**config.mk**
```make
export PLATFORM = sky130hd
export DESIGN_NAME = membus_arbiter_n
export DESIGN_NICKNAME = d
export VERILOG_FILES = /design/src/rtl/membus_arbiter_n.sv
export SDC_FILE = /design/constraint.sdc
export NUM_CORES = 1
export LEC_CHECK = 0
export CAP_MARGIN = 10
export CORE_AREA = 2 2 216 218
export CTS_CLUSTER_SIZE = 10
export DETAILED_ROUTE_END_ITERATION = 10
export DIE_AREA = 0 0 218 220
export PLACE_DENSITY_LB_ADDON = 0.05
export SLEW_MARGIN = 5
export SYNTH_ARGS = -nofsm -noshare
export SYNTH_HDL_FRONTEND = slang
export SYNTH_SLANG_ARGS = --single-unit
```
**constraint.sdc**
```tcl
create_clock -name clk -period 4.4 [get_ports clk]
set_input_delay 0.88 -clock clk [delete_from_list [all_inputs] [get_ports clk]]
set_output_delay 0.88 -clock clk [all_outputs]
set_load 0.03 [all_outputs]
```
**src/rtl/membus_arbiter_n.sv**
```systemverilog
// N-channel Membus request arbiter: fixed or round-robin grant, with a grant-ID FIFO
// that routes in-order slave responses back to the channel that issued each request.
module membus_arbiter_n #(
  parameter int N_CH            = 2,
  parameter int ADDR_WIDTH      = 64,
  parameter int DATA_WIDTH      = 64,
  parameter int MAX_OUTSTANDING = 4,
  parameter int RR_MODE         = 0,
  localparam int CH_W           = (N_CH > 1) ? $clog2(N_CH) : 1,
  localparam int PTR_W          = (MAX_OUTSTANDING > 1) ? $clog2(MAX_OUTSTANDING) : 1,
  localparam int CNT_W          = $clog2(MAX_OUTSTANDING + 1),
  localparam int MASK_W         = DATA_WIDTH / 8
) (
  input  logic                       clk,
  input  logic                       rst,
  input  logic [N_CH-1:0]            m_valid,
  output logic [N_CH-1:0]            m_ready,
  input  logic [N_CH*ADDR_WIDTH-1:0] m_addr,
  input  logic [N_CH-1:0]            m_wen,
  input  logic [N_CH*DATA_WIDTH-1:0] m_wdata,
  input  logic [N_CH*MASK_W-1:0]     m_wmask,
  output logic [N_CH-1:0]            m_rvalid,
  output logic [DATA_WIDTH-1:0]      m_rdata,
  output logic                       s_valid,
  input  logic                       s_ready,
  output logic [ADDR_WIDTH-1:0]      s_addr,
  output logic                       s_wen,
  output logic [DATA_WIDTH-1:0]      s_wdata,
  output logic [MASK_W-1:0]          s_wmask,
  input  logic                       s_rvalid,
  input  logic [DATA_WIDTH-1:0]      s_rdata,
  output logic                       err_orphan,
  output logic [CNT_W-1:0]           dbg_count
);

  // Handshake: a request transfers on a cycle where s_valid && s_ready; m_ready[i]
  // mirrors that transfer for the granted channel only, and masters hold until it.
  logic [CH_W-1:0]  fifo_mem [MAX_OUTSTANDING];
  logic [PTR_W-1:0] wr_ptr, rd_ptr;
  logic [CNT_W-1:0] count;
  logic [CH_W-1:0]  rr_ptr;
  logic [CH_W-1:0]  gnt;
  logic [CH_W-1:0]  head;
  logic             blocked;
  logic             accept;
  logic             pop;
  logic             found;

  assign blocked   = (count == CNT_W'(MAX_OUTSTANDING));
  assign head      = fifo_mem[rd_ptr];
  assign dbg_count = count;
  assign m_rdata   = s_rdata;

  always_comb begin
    gnt   = '0;
    found = 1'b0;
    if (RR_MODE != 0) begin
      for (int j = 0; j < N_CH; j++) begin
        int idx;
        idx = (int'(rr_ptr) + j) % N_CH;
        if (!found && m_valid[idx]) begin
          gnt   = CH_W'(idx);
          found = 1'b1;
        end
      end
    end else begin
      for (int i = N_CH - 1; i >= 0; i--) begin
        if (m_valid[i]) begin
          gnt   = CH_W'(i);
          found = 1'b1;
        end
      end
    end
  end

  // No bypass: a full FIFO blocks requests even when a response pops this cycle.
  always_comb begin
    s_valid  = found && !blocked && !rst;
    accept   = s_valid && s_ready;
    pop      = s_rvalid && (count != '0) && !rst;
    m_ready  = '0;
    m_rvalid = '0;
    s_addr   = '0;
    s_wen    = 1'b0;
    s_wdata  = '0;
    s_wmask  = '0;
    for (int i = 0; i < N_CH; i++) begin
      if (gnt == CH_W'(i)) begin
        m_ready[i] = accept;
        s_addr     = m_addr[i*ADDR_WIDTH +: ADDR_WIDTH];
        s_wen      = m_wen[i];
        s_wdata    = m_wdata[i*DATA_WIDTH +: DATA_WIDTH];
        s_wmask    = m_wmask[i*MASK_W +: MASK_W];
      end
      if (head == CH_W'(i)) m_rvalid[i] = pop;
    end
  end

  always_ff @(posedge clk or posedge rst) begin
    if (rst) begin
      wr_ptr     <= '0;
      rd_ptr     <= '0;
      count      <= '0;
      rr_ptr     <= '0;
      err_orphan <= 1'b0;
    end else begin
      if (accept) begin
        wr_ptr <= (wr_ptr == PTR_W'(MAX_OUTSTANDING - 1)) ? '0 : wr_ptr + 1'b1;
        if (RR_MODE != 0)
          rr_ptr <= (gnt == CH_W'(N_CH - 1)) ? '0 : gnt + 1'b1;
      end
      if (pop)
        rd_ptr <= (rd_ptr == PTR_W'(MAX_OUTSTANDING - 1)) ? '0 : rd_ptr + 1'b1;
      case ({accept, pop})
        2'b10:   count <= count + 1'b1;
        2'b01:   count <= count - 1'b1;
        default: count <= count;
      endcase
      if (s_rvalid && (count == '0)) err_orphan <= 1'b1;
    end
  end

  // Grant-ID storage carries no reset; entries are only read while count > 0.
  always_ff @(posedge clk) begin
    if (accept) fifo_mem[wr_ptr] <= gnt;
  end

endmodule
```
Yosys cells after proc, flatten, opt, wreduce, memory -nomap -nowiden

Memories as Yosys holds them, arrays and structs flattened.
Index checks and enable logic that the tools add are counted.

Register bits after elaboration: 8
Bits in writable memories: 4
Output and inout bits: 210
Memories kept: 1

$add $sub $neg: 4
Equal/unequal tests: 5
Muxes and demuxes: 16
Reduce and logical (&&, ||, !) cells: 11

Memories:

| memory   | depth | bits a word | rd ports | clocked after memory_dff | wr ports | RTL line | source |
|---|---|---|---|---|---|---|---|
| fifo_mem | 4     | 1           | 1        | 0                        | 1        | 38       | `logic [CH_W-1:0] fifo_mem [MAX_OUTSTANDING];` |

Operator list:

| operator            | count |
|---|---|
| $mux 64             | 2 |
| $mux 1              | 10 |
| $mux 8              | 1 |
| $eq 2x2->1 const B  | 3 |
| $logic_and 1x1->1   | 6 |
| $pmux 3 s2          | 1 |
| $add 2x1->2 const B | 2 |
| $mux 2              | 2 |
| $add 3x1->3 const B | 1 |
| $eq 3x3->1 const B  | 1 |
| $logic_not 3->1     | 1 |
| $reduce_bool 3->1   | 1 |
| $sub 3x1->3 const B | 1 |
| $eq 2x1->1 const B  | 1 |
| $logic_not 1->1     | 2 |
| $reduce_bool 2->1   | 1 |

Longest topological paths before layout

Gate-level depths: netlist of run 1.

Word-level depth: 7
Depth in mapped cells: 9

Worst setup path before layout of run 1

OpenSTA, ideal clock, no wires.

Path type: input -> output
Start: input port m_valid[1]
End: output port s_addr[30]
Arrival: 1822 ps
Path slack: 1698 ps
Stages: 5
Path buffers: 3
Path through: nor2b_1 > buf_2 > buf_6 > buf_6 > mux2_2

Cells in the longest elaborated chain, start to end: 3

Ends and longest elaborated chain:

| item                | RTL line | source |
|---|---|---|
| from (decl)         | 16       | `input logic [N_CH-1:0] m_valid,` |
| $mux 1 (2 in a row) | 68       | `if (m_valid[i]) begin` |
| net gnt             | 42       | `logic [CH_W-1:0] gnt;` |
| $mux 64             | 88       | `if (gnt == CH_W'(i)) begin` |
| to (decl)           | 26       | `output logic [ADDR_WIDTH-1:0] s_addr,` |

The timed path passes the listed nets, and every way through them passes these cells.

Worst setup path in the final report of run 1

Start: input port m_valid[1]
End: output port s_wdata[1]

Cells in the longest elaborated chain, start to end: 3

Ends and longest elaborated chain:

| item                | RTL line | source |
|---|---|---|
| $mux 1 (2 in a row) | 68       |  |
| $mux 64             | 88       |  |
| to (decl)           | 28       | `output logic [DATA_WIDTH-1:0] s_wdata,` |

No other way between the ends.

==> impl_results.md, run 1 <==
* WL per Instance at between 15 and 20 um
* CP Class: input pin to output pin
* Final Hold Viols at 0
* Clock power frac at between 10 and 15%
* Max incr delay on CP at between 0.6 and 0.7 ns
* Crit-path max FO at 28
* Flop pwr share at between 10% and 20%
* Hold depth at 1
* Outcome: finished, final reports clean
* Hold Startpoint: err_orphan$_DFFE_PP0P_
* Clock transition at path regs at approximately 0.040 ns
* Combinational fraction of design power at around three quarters
* Syn Inst Count at 271
* Cell Count, Final, Fillers Out at roughly 1200
* I/O Buffers at about 430
* Final Max Tran Viols at 0
* Top_reg_cell synth: dfrtp_1
* Root buffer cell: clkbuf_16
* Synth unique cells at 21
* Power Density at between 150 and 200 nW/um2
* Hold path endpoint: err_orphan$_DFFE_PP0P_
* Leak at roughly 0.0026 uW
* Cell breakdown of the critical path: clkdlybuf4s50_1, nor2b_4, buf_12, buf_12, mux2_2, clkdlybuf4s50_1
* Drt pass-1 iters at 4
* RSZ-0062 raised after global routing: no
* RR Endpoint: dbg_count[2]$_DFFE_PP0P_
* Final period util at 88.9%
* Crit path DAT at 3.03 ns
* Starting Density at ~6.2%
* Crit start category: input pin
* DRC at 0
* Post-CTS setup buffers at 0
* P&R area growth vs syn at 159%
* Register area at ~320 um2
* WP buf/inv at 4
* Post-synth EDFFs at 4
* CTS tree: built
* Crit. End Element: output pin
* Vias in the first global route at about 3700
* Routed Wire Length at approximately 21 mm
* Max H-tree Level at 1
* FF-to-FF path depth at 9
* Syn avg cell area at 10.5 um2
* Fmax at approximately 260 MHz
* Cells after DPL at between 1000 and 1500
* IR drop worst, VDD at around 0.12 mV
* Clock latency on the worst-skew pair at between 0.2 and 0.25 ns
* Clock Tree Buf Depth at 2
* Largest net degree at the start of global routing at 54
* Clock buffer count from CTS at 3
* Die area at roughly 48000 um2
* GRT Util Overall at under 10%
* Clock sinks at 12
* Setup TNS at 0 ns
* Detailed placement HPWL at ~18 mm
* Worst-Margin Slew at between 0.3 and 0.4 ns
* Routed vias at 3460
* Async SR Flop Fraction at 66.7%
* Share of layout cells above drive strength 1 at around 28%
* Die height at 220 um
* Clock Skew at around 0.0032 ns
* Sw power at just under 600 uW
* Multi-input gate area at between 1500 and 2000 um2
* Final net count at 979
* Core Area at ~46000 um2
* Antenna violations before repair at 1
* Hold Slack at 0.454 ns
* Worst slew margin at roughly 73%
* Filler cells at between 5000 and 6000
* Minimum clock period at a little under 4 ns
* FF-to-FF setup slack at 2.29 ns
* Post-detailed-route count of antenna-violating nets at 0
* Kind of cell adding the most delay to the critical path: buffers and inverters
* Top Ports at 554
* Initial DRC Count at 36
* Die width at roughly 220 um
* Internal at around 870 uW
* Mean number of vias per cell at 2.80
* # setup viols final at 0
* RR Startpoint: dbg_count[0]$_DFFE_PP0P_
* Switching share of power at between 40% and 50%
* RePlAce Congestion at between 0.8 and 0.9
* Warnings, synthesis at 0
* Post-synthesis sequential area ratio at between 10% and 20%
* Remaining global-route overflow at 0
* First-pass GRT wire length at 26.6 mm
* Count of hold-fix buffers inserted at cts at 0
* Worst Hold Class: flop to flop
* Syn_nets at 622
* Post-synthesis cell area at about 2900 um2
* CP Data Required Time at approximately 3.5 ns
* Max cap viols at 0
* #FFs+latches synth at 12
* CTS resizes at 0
* Slowest stage cell, crit path: clkdlybuf4s50_1
* Floorplan row count at a little under 80
-- cell usage after synthesis, types with 2 or more instances --
cell,number,area (um2)
xor2_1,2,17.5
inv_1,7,26.3
and2_2,5,37.5
buf_2,5,25.0
dfrtp_1,8,200
buf_6,11,124
buf_4,64,480
nor3b_2,2,25.0
mux2_2,141,1590
nor2_1,5,18.8
ha_1,6,75.1
nor2b_1,2,12.5
nor3_1,2,10.0
edfxtp_1,4,120
-- area by class of cell --
| class | instances | share of cell area [%] |
|---|---|---|
| Antenna cell | 1 | 0.0339 |
| Clock buffer | 3 | 1.02 |
| Clock inverter | 1 | 0.0508 |
| Inverter | 7 | 0.355 |
| Multi-Input combinational cell | 172 | 25.6 |
| Sequential cell | 12 | 4.33 |
| Tap cell | 607 | 10.3 |
| Timing Repair Buffer | 432 | 58.4 |
-- power by group through the flow --
stage          sequential [uW]  clock (uW)  combinational (uW)
4_1_cts                    208         170                1100
3_5_place_dp               209           0                1090
2_1_floorplan              232           0                 604
3_3_place_gp               208           0                1090
6_report                   206         165                1070
5_1_grt                    216         175                1150
-- through the flow --
stage               area [um2]  setup slack (ns)  total power (uW)  util, %
global placement          7310             0.443              1300     15.9
CTS                       7390             0.447              1480     16.1
global route              7390             0.390              1540     16.1
detailed placement        7310             0.454              1300     15.9
finish                    7390             0.487              1440     16.1
floorplan                 2860              1.70               837        -
-- state kept, by name, indices dropped and copies added, names as in the netlist --
register    cells
fifo_mem        4
rd_ptr          2
wr_ptr          2
err_orphan      1
dbg_count       3
-- cell families after synthesis --
logic type,after synthesis,share of synthesized area (%)
muxes,143,56.7
buffers and inverters,87,22.9
and+or+nand+nor,18,4.68
DFF,12,11.2
adders and majority gates,7,3.33
xor gates and xnor gates,3,0.919
AOI/OAI and AO/OA,1,0.263
-- per-layer routing --
metal | GRT usage, % | up-vias | part of all wire, %
li1 | - | 1608 | -
met1 | 7.59 | 1570 | 34
met2 | 15.1 | 270 | 55
met3 | 2.97 | 12 | 11
met4 | 0.794 | 0 | 0.58
met5 | 0 | - | 0
-- worst max path at each step --
stage	end	from	cells past startpoint	slack [ns]
2_1_floorplan	s_addr[30]	m_valid[1]	5	1.70
3_3_place_gp	s_wdata[1]	m_valid[1]	6	0.44
3_5_place_dp	s_wdata[1]	m_valid[1]	6	0.45
4_1_cts	s_wdata[1]	m_valid[1]	6	0.45
5_1_grt	s_wdata[20]	m_valid[1]	6	0.39
6_report	s_wdata[1]	m_valid[1]	6	0.49
-- layout by cell type, fill, tap and decap left out, drive strengths merged, types with 2 or more instances in the layout --
cell,n
and2,6
xor2,2
clkdlybuf4s50,408
clkbuf,3
nor2,5
mux2,141
nor2b,2
nor3,2
buf,24
inv,7
edfxtp,4
nor3b,2
dfrtp,8
ha,6
No activity file was read; power rests on OpenSTA's default activity.
==> run 2, diff against run 1 <==
--- a/config.mk
+++ b/config.mk
@@ -11,6 +11,7 @@
 export DETAILED_ROUTE_END_ITERATION = 10
 export DIE_AREA = 0 0 218 220
 export PLACE_DENSITY_LB_ADDON = 0.05
+export SKIP_LAST_GASP = 1
 export SLEW_MARGIN = 5
 export SYNTH_ARGS = -nofsm -noshare
 export SYNTH_HDL_FRONTEND = slang
==> results of run 2 <==
No change in the layout: final DEF, timing and power equal those of run 1.
==> run 3, diff against run 2 <==
--- a/config.mk
+++ b/config.mk
@@ -5,7 +5,7 @@
 export SDC_FILE = /design/constraint.sdc
 export NUM_CORES = 1
 export LEC_CHECK = 0
-export CAP_MARGIN = 10
+export CAP_MARGIN = 5
 export CORE_AREA = 2 2 216 218
 export CTS_CLUSTER_SIZE = 10
 export DETAILED_ROUTE_END_ITERATION = 10
==> results of run 3 <==
No change in the layout: final DEF, timing and power equal those of run 1.
